--- src/rtl/mips_defs.sv ---
// Shared MIPS pipeline definitions: PC-select encodings, exception codes
// and default fetch addresses.
package mips_defs;

    typedef enum logic [1:0] {
        PCSEL_PC4 = 2'd0,
        PCSEL_NPC = 2'd1,
        PCSEL_JR  = 2'd2,
        PCSEL_RSV = 2'd3
    } pcsel_e;

    localparam logic [4:0]  EXC_NONE = 5'd0;
    localparam logic [4:0]  EXC_ADEL = 5'd4;

    localparam logic [31:0] DEF_RESET_PC  = 32'h0000_3000;
    localparam logic [31:0] DEF_EXC_ENTRY = 32'h0000_4180;
    localparam logic [31:0] DEF_IM_BASE   = 32'h0000_3000;
    localparam logic [31:0] DEF_IM_LIMIT  = 32'h0000_4FFC;

endpackage

--- src/rtl/pc_reg.sv ---
// PC register with prioritised redirect selection and fetch-address fault
// detection (misaligned or outside instruction memory).
module pc_reg
    import mips_defs::*;
#(
    parameter logic [31:0] RESET_PC  = DEF_RESET_PC,
    parameter logic [31:0] EXC_ENTRY = DEF_EXC_ENTRY,
    parameter logic [31:0] IM_BASE   = DEF_IM_BASE,
    parameter logic [31:0] IM_LIMIT  = DEF_IM_LIMIT
) (
    input  logic        clk,
    input  logic        reset_n,
    input  logic        stall,
    input  logic [1:0]  pc_sel,
    input  logic [31:0] npc_in,
    input  logic [31:0] jr_target,
    input  logic        exc_req,
    input  logic        eret_req,
    input  logic [31:0] epc,
    output logic [31:0] pc,
    output logic [31:0] pc4,
    output logic        fault
);

    logic [31:0] pc_q;
    logic [31:0] pc_next;
    pcsel_e      sel;

    assign sel   = pcsel_e'(pc_sel);
    assign pc    = pc_q;
    assign pc4   = pc_q + 32'd4;
    assign fault = (pc_q[1:0] != 2'b00) || (pc_q < IM_BASE) || (pc_q > IM_LIMIT);

    // Exception beats eret beats stall beats the normal source select.
    always_comb begin
        pc_next = pc4;
        if (exc_req) begin
            pc_next = EXC_ENTRY;
        end else if (eret_req) begin
            pc_next = epc;
        end else if (stall) begin
            pc_next = pc_q;
        end else begin
            case (sel)
                PCSEL_NPC: pc_next = npc_in;
                PCSEL_JR:  pc_next = jr_target;
                default:   pc_next = pc4;
            endcase
        end
    end

    always_ff @(posedge clk or negedge reset_n) begin
        if (!reset_n) begin
            pc_q <= RESET_PC;
        end else begin
            pc_q <= pc_next;
        end
    end

endmodule

--- src/rtl/if_stage.sv ---
// Instruction-fetch stage: PC register plus the IF/ID pipeline register with
// stall/flush control and AdEL tagging of faulting fetches.
module if_stage
    import mips_defs::*;
#(
    parameter logic [31:0] RESET_PC  = DEF_RESET_PC,
    parameter logic [31:0] EXC_ENTRY = DEF_EXC_ENTRY,
    parameter logic [31:0] IM_BASE   = DEF_IM_BASE,
    parameter logic [31:0] IM_LIMIT  = DEF_IM_LIMIT
) (
    input  logic        clk,
    input  logic        reset_n,
    input  logic        stall,
    input  logic [1:0]  pc_sel,
    input  logic [31:0] npc_in,
    input  logic [31:0] jr_target,
    input  logic        id_is_jump,
    input  logic        exc_req,
    input  logic        eret_req,
    input  logic [31:0] epc,
    output logic [31:0] im_addr,
    input  logic [31:0] im_rdata,
    output logic [31:0] pc,
    output logic [31:0] pc4,
    output logic [31:0] d_instr,
    output logic [31:0] d_pc,
    output logic [31:0] d_pc4,
    output logic [4:0]  d_exccode,
    output logic        d_bd
);

    logic        fault;
    logic [31:0] fetch_word;

    pc_reg #(
        .RESET_PC  (RESET_PC),
        .EXC_ENTRY (EXC_ENTRY),
        .IM_BASE   (IM_BASE),
        .IM_LIMIT  (IM_LIMIT)
    ) u_pc_reg (
        .clk       (clk),
        .reset_n   (reset_n),
        .stall     (stall),
        .pc_sel    (pc_sel),
        .npc_in    (npc_in),
        .jr_target (jr_target),
        .exc_req   (exc_req),
        .eret_req  (eret_req),
        .epc       (epc),
        .pc        (pc),
        .pc4       (pc4),
        .fault     (fault)
    );

    assign im_addr    = pc;
    // A faulting fetch enters the pipe as a nop so only the AdEL tag matters.
    assign fetch_word = fault ? '0 : im_rdata;

    always_ff @(posedge clk or negedge reset_n) begin
        if (!reset_n) begin
            d_instr   <= '0;
            d_pc      <= '0;
            d_pc4     <= '0;
            d_exccode <= EXC_NONE;
            d_bd      <= 1'b0;
        end else if (exc_req || eret_req) begin
            d_instr   <= '0;
            d_pc      <= '0;
            d_pc4     <= '0;
            d_exccode <= EXC_NONE;
            d_bd      <= 1'b0;
        end else if (!stall) begin
            d_instr   <= fetch_word;
            d_pc      <= pc;
            d_pc4     <= pc4;
            d_exccode <= fault ? EXC_ADEL : EXC_NONE;
            d_bd      <= id_is_jump;
        end
    end

endmodule
--- config.mk ---
export PLATFORM = sky130hd
export DESIGN_NAME = if_stage
export DESIGN_NICKNAME = d
export VERILOG_FILES = /design/src/rtl/mips_defs.sv /design/src/rtl/pc_reg.sv /design/src/rtl/if_stage.sv
export SDC_FILE = /design/constraint.sdc
export NUM_CORES = 1
export LEC_CHECK = 0
export ABC_AREA = 1
export CAP_MARGIN = 20
export CORE_ASPECT_RATIO = 1.1
export CORE_MARGIN = 5
export CORE_UTILIZATION = 45
export DETAILED_ROUTE_END_ITERATION = 7
export GPL_ROUTABILITY_DRIVEN = 0
export PLACE_DENSITY = 0.86
export SYNTH_ARGS = -nofsm -noshare
export SYNTH_HDL_FRONTEND = slang
export SYNTH_HIERARCHICAL = 1
export SYNTH_SLANG_ARGS = --single-unit
--- constraint.sdc ---
create_clock -name clk -period 5 [get_ports clk]
set_input_delay 0.5 -clock clk [delete_from_list [all_inputs] [get_ports clk]]
set_output_delay 0.5 -clock clk [all_outputs]
set_load 0.02 [all_outputs]
==> results.md, run 1 <==
* CP max FO at 8
* Dpl hpwl at 19900 microns
* Critical path class: reg -> out
* Worst Skew at 0.00923 ns
* I/O Pins at 334
* DIE AREA at 19600 sq um
* Vias at 8032
* Initial antenna violation count at 0
* Core Area at 16500 sq um
* Clock Pin Slew Worst Setup and Hold Paths at 0.06 ns
* Critical Path Source Type: flop
* Clock Sink Count at 130
* CP required at 4.50 ns
* Share of Yosys cell area claimed by the top area cell type at 0.421
* Wirelength per Cell at 18.7 microns
* CTS Root Cell: clkbuf_16
* Post-DRT Antenna Nets at 0
* Min Hold Slack at 0.160 ns
* Drc violations at 0
* Gr usage total at 0.273
* Leak at 5.09 nW
* Fin. max-slew vios at 0
* Cell taking the most area after synthesis: dfrtp_1
* Final Cycle Share at 0.669
* Setup TNS at 0 ns
* Via density at 5.41
* Post-synthesis sequential area ratio at 0.428
* RSZ-0062 raised after global routing: no
* Multi-input gate area at 3470 sq um
* Ant. Diodes at 0
* Initial core utilization at 0.461
* Largest cells by area after synthesis: dfrtp_1 (42%), nand2_1 (16%), nand3_1 (9.9%)
* Synth Cell Area at 7610 sq um
* Status: completed
* Global-route wire length before repair at 42400 microns
* Number of max-cap violations at 0
* Relative slew margins at 0.283
* Crit end category: primary output
* Number of fill cells at 1327
* Die Height at 146 microns
* Mapped Cells at 1010
* # hold bufs at CTS at 0
* Die width at 134 microns
* Worst hold path type: in -> async
* CTS tree: done
* Setup bufs post-CTS at 0
* TritonCTS buffer count at 17
* Syn-to-layout area delta at 47.0%
* Yosys warnings at 6
* H-tree levels at 4
* Cell mode on critical path: nand2_1
* Longest Clk Path Bufs at 2
* Distinct cell type count after synthesis at 41
* Routed WL at 27800 microns
* #FFs+latches synth at 130
* Worst stage delay on the critical path at 0.72 ns
* Setup WS pre-CTS at 2.00 ns
* Final WS setup at 1.65 ns
* Largest net degree at the start of global routing at 165
* I/O Buffers at 329
* Total design power at 0.00314 W
* Total gr overflow at 0
* P per Cell Area at 281 nW/um^2
* WP data arrival at 2.85 ns
* DRT Pass-1 Iters at 7
* Register area at 3260 sq um
* # rows at 49
* Highest clock rate at 0.299 GHz
* Final setup vio count at 0
* Worst slew pin tran at 1.08 ns
* CP max-delay cell: clkdlybuf4s50_1
* # resized after CTS at 0
* Share of post-route cells with drive strength above 1 at 0.0609
* Number of placed instances, taps included at 1451
* Final worst path period need at 3.35 ns
* Crit-path cells: nand2_1, nor2_1, nand2_1, nor2_4, xor2_1, clkdlybuf4s50_1
* Starting DRT DRC Count at 797
* Number of global-route vias before repair at 7664
* Hold Fails Final Rpt at 0
* Worst vdd ir at 0.228 mV
* Clock latency at the later pin of the worst-skew pair at 0.41 ns
* Fin nets at 1406
* Fin cells at 1484
* Mean Syn Cell Area at 7.53 sq um
## where the power goes
group,total (W),switching (W),internal [W],leakage (nW)
combinational,0.000708,0.000387,0.000322,3.05
sequential,0.00119,0.0000893,0.00110,1.76
clock,0.00125,0.000494,0.000754,0.284
total,0.00314,0.000970,0.00217,5.09
## kinds of logic (layout without fill, tap and decap cells)
family                   count (synthesis)  in the layout  share of synthesized area
AO/OA/AOI/OAI                          115            115                     0.0960
XOR/XNOR                                15             15                     0.0183
AND/OR/NAND/NOR                        579            579                      0.333
other                                    1              4                   0.000493
adder cells (fa/ha/maj)                  3              3                    0.00493
flip-flops                             130            130                      0.428
buffers and inverters                  167            434                      0.120
## worst paths after layout
kind | startpoint | end | slack (ns) | cells after the start
worst min-delay path | reset_n | d_instr[15] | 0.16 | 1
worst min register to register | d_pc[18] | d_pc[18] | 0.50 | 2
worst max register to register | u_pc_reg/pc[22] | d_instr[3] | 2.47 | 7
min in group clk | d_pc[18] | d_pc[18] | 0.50 | 2
worst max-delay path | u_pc_reg/pc[12] | pc4[17] | 1.65 | 6
max in group asynchronous | reset_n | u_pc_reg/pc[13] | 3.73 | 2
## layer usage
layer  global-route usage  up-vias  wire [microns]
li1                     -     3754               -
met1                0.345     3677           10800
met2                0.445      519           13100
met3               0.0726       82            2810
met4                0.114        0            1050
met5                    0        -               0
## final cells by class
cell class              instances  area share
clock buffers                  18      0.0393
repair buffers                336       0.301
well taps                     204      0.0228
multi-input cells             716       0.310
clock inverters                14      0.0138
flip-flops and latches        130       0.291
inverters                      66      0.0222
## synth_stat cells (all sizes together)
cell / count
conb: 1
ha: 3
o22ai: 1
nand2: 327
nor4: 4
a221oi: 3
nor2: 84
buf: 87
and2: 7
dlygate4sd1: 1
a31oi: 7
inv: 66
clkbuf: 12
a21oi: 38
a22oi: 13
or2: 1
o31ai: 2
dfrtp: 128
a41oi: 1
nor3: 1
xor2: 13
dlymetal6s2s: 1
o211ai: 2
dfstp: 2
xnor2: 2
o2111ai: 1
a22o: 22
nand3: 151
nand3b: 4
o21ai: 25
## worst max-delay path, delay by kind of cell, from the launching register on
family	cells	cell delay (ns)
xor+xnor	1	0.45
buf+inv	1	0.72
flops	1	0.66
simple gates	4	0.60
## stage by stage
stage,cell area [sq um],utilization
after floorplan,7620,-
after global placement,10600,0.641
after detailed placement,10600,0.641
after CTS,11200,0.677
after global routing,11200,0.678
final,11200,0.678
## layout by cell type, fill, tap and decap left out, types with 4 or more instances in the layout
cell type and instances:
clkbuf_16 17, xor2_1 12, nand2_1 316, nor2_1 63, nand3b_1 4, nor4_1 4
inv_1 65, o21ai_0 17, nor2_4 10, inv_6 4, a22o_1 21, conb_1 4
nand3_1 151, clkdlybuf4s50_1 327, o21ai_1 8, a31oi_1 7, a21oi_1 38, and2_1 7
nand2_2 10, dfrtp_1 128, nor2_2 11, buf_4 6, a22oi_1 13
Note: power is estimated with default switching activity, not from simulation.
==> run 2: changes to the inputs <==
CORE_UTILIZATION = 43   (was 45)
PLACE_DENSITY = 0.83   (was 0.86)
clock period = 3.45 ns   (was 5 ns; I/O delays follow)
==> run 2 against run 1 <==
Net effect:
- die area is 4.3% higher
- register-to-register slack worse by 1.5 ns
- design area is 1.1% higher
- critical path depth stayed put
- clock power is 45% higher
- sequential share of layout area is 0.30 points lower
- utilization is 3.4 points lower
- clock-buffer cell count stayed put
- final cell count is 2.9% higher
- non-clock buffer count is 9 higher
==> results.md, run 2 (same netlist as run 1, synthesis figures left out) <==
* Total gr overflow at 0
* H-tree levels at 4
* WP data arrival at 2.80 ns
* DIE AREA at 20500 sq um
* Die width at 137 microns
* Reg2reg start: u_pc_reg/pc[22]
* Most frequent cells in the layout: clkdlybuf4s50_1 (327), nand2_1 (316), nand3_1 (151)
* FF-to-FF setup slack at 0.98 ns
* Min Hold Slack at 0.312 ns
* # resized after CTS at 0
* Worst R2R End: d_instr[24]
* Leak at 5.14 nW
* Commonest non-fill, non-tap cell in the layout: clkdlybuf4s50_1
* Setup TNS at 0 ns
* Vias at 8007
* Cell mode on critical path: nand2_1
* Reg power frac at 0.374
* Final worst path period need at 3.15 ns
* Final setup vio count at 0
* Clock Sink Count at 130
* Number of max-cap violations at 0
* Relative slew margins at 0.295
* Worst slew pin tran at 1.06 ns
* Power Internal at 0.00316 W
* Dpl hpwl at 20500 microns
* Worst Skew at 0.0127 ns
* Via density at 5.24
* Setup bufs post-CTS at 0
* Hold path startpoint: stall
* Ant. Diodes at 0
* Number of placed instances, taps included at 1494
* Longest Clk Path Bufs at 2
* Clock network fraction of total power at 0.397
* Drc violations at 0
* Critical Path Source Type: flop
* Fin nets at 1415
* WHS Path Cells at 3
* CTS Root Cell: clkbuf_16
* P per Cell Area at 404 nW/um^2
* Clock Pin Slew Worst Setup and Hold Paths at 0.06 ns
* Post-DRT Antenna Nets at 0
* Crit-path cells: nand2_1, nor2_1, nand2_1, nor2_2, xor2_1, clkdlybuf4s50_1
* Starting DRT DRC Count at 873
* # hold bufs at CTS at 1
* TritonCTS buffer count at 17
* Gr usage total at 0.265
* # rows at 51
* CP required at 3.11 ns
* Die Height at 150 microns
* Fin. max-slew vios at 0
* Number of fill cells at 1481
* Worst hold path type: in -> reg
* R2R cell count at 8
* Highest clock rate at 0.318 GHz
* Wirelength per Cell at 18.4 microns
* Worst Hold Path EP: d_pc4[2]
* Net Sw Frac at 0.309
* I/O Pins at 334
* I/O Buffers at 329
* Comb pwr share at 0.230
* Critical path class: reg -> out
* Largest net degree at the start of global routing at 78
* CP max-delay cell: clkdlybuf4s50_1
* Routed WL at 28200 microns
* Hold Fails Final Rpt at 0
* Worst vdd ir at 0.310 mV
* Delay-heaviest family, CP: buffers and inverters
* CTS tree: done
* CP bufs+invs at 1
* Status: completed
* Global-route wire length before repair at 41800 microns
* Fin cells at 1527
* Final Cycle Share at 0.913
* Initial antenna violation count at 0
* Initial core utilization at 0.434
* Share of post-route cells with drive strength above 1 at 0.0667
* Switch Pwr at 0.00141 W
* Core Area at 17500 sq um
* RSZ-0062 raised after global routing: no
* CP max FO at 8
* Clock latency at the later pin of the worst-skew pair at 0.41 ns
* Worst stage delay on the critical path at 0.71 ns
* Syn-to-layout area delta at 48.5%
* Crit end category: primary output
* Number of global-route vias before repair at 7572
* DRT Pass-1 Iters at 6
-- run 2: cell types whose count changed in the layout (fill, tap and decap cells not counted), sizes merged --
cell	previous run	this run
buf	9	17
dlygate4sd3	0	1
-- run 2: layout make-up --
| type | instances | area (sq um) | share of cell area |
|---|---|---|---|
| clock buffer | 18 | 439 | 0.0389 |
| clock inverter | 14 | 154 | 0.0136 |
| inverter | 66 | 248 | 0.0219 |
| multi-input combinational | 716 | 3470 | 0.307 |
| sequential | 130 | 3260 | 0.288 |
| tap | 238 | 298 | 0.0264 |
| timing repair buffer | 345 | 3440 | 0.304 |
-- run 2: worst min-delay path, cell delays in order --
cell	delay [ns]
buf_4	0.19
nand3_1	0.10
nand2_1	0.05
-- run 2: power groups by stage --
stage	Clock [W]	Sequential, W	Combinational, W
floorplan	0	0.00177	0.000467
finish	0.00181	0.00171	0.00105
global route	0.00191	0.00172	0.00112
global placement	0	0.00173	0.00104
detailed placement	0	0.00173	0.00105
CTS	0.00184	0.00170	0.00105
-- run 2: worst max-delay path by stage --
stage / depth (start not counted) / to / from
2_1_floorplan: 6 / pc4[18] / u_pc_reg/pc[3]
3_3_place_gp: 6 / pc4[13] / u_pc_reg/pc[10]
3_5_place_dp: 6 / pc4[13] / u_pc_reg/pc[12]
4_1_cts: 7 / pc4[24] / u_pc_reg/pc[2]
5_1_grt: 7 / pc4[24] / u_pc_reg/pc[2]
6_report: 6 / pc4[13] / u_pc_reg/pc[12]
-- run 2: metal layers --
| layer | wire length (microns) | part of all wire | track usage | up-vias |
|---|---|---|---|---|
| met5 | 0 | 0 | 0 | - |
| met1 | 11200 | 0.40 | 0.336 | 3719 |
| met4 | 959 | 0.034 | 0.0998 | 0 |
| li1 | - | - | - | 3770 |
| met3 | 2680 | 0.095 | 0.0578 | 62 |
| met2 | 13400 | 0.47 | 0.445 | 456 |
-- run 2: per-stage QoR --
| step | power (W) | area [sq um] | setup slack [ns] | util |
|---|---|---|---|---|
| 6_report | 0.00457 | 11300 | 0.302 | 0.644 |
| 5_1_grt | 0.00474 | 11300 | 0.227 | 0.644 |
| 4_1_cts | 0.00460 | 11300 | 0.339 | 0.644 |
| 3_5_place_dp | 0.00278 | 10700 | 0.837 | 0.610 |
| 3_3_place_gp | 0.00276 | 10700 | 0.879 | 0.610 |
| 2_1_floorplan | 0.00224 | 7620 | 1.45 | - |
==> run 3: changes to the inputs <==
HOLD_SLACK_MARGIN = 0.02   (was default)
==> results of run 3 <==
Final layout, timing and power as in run 2 (identical DEF).
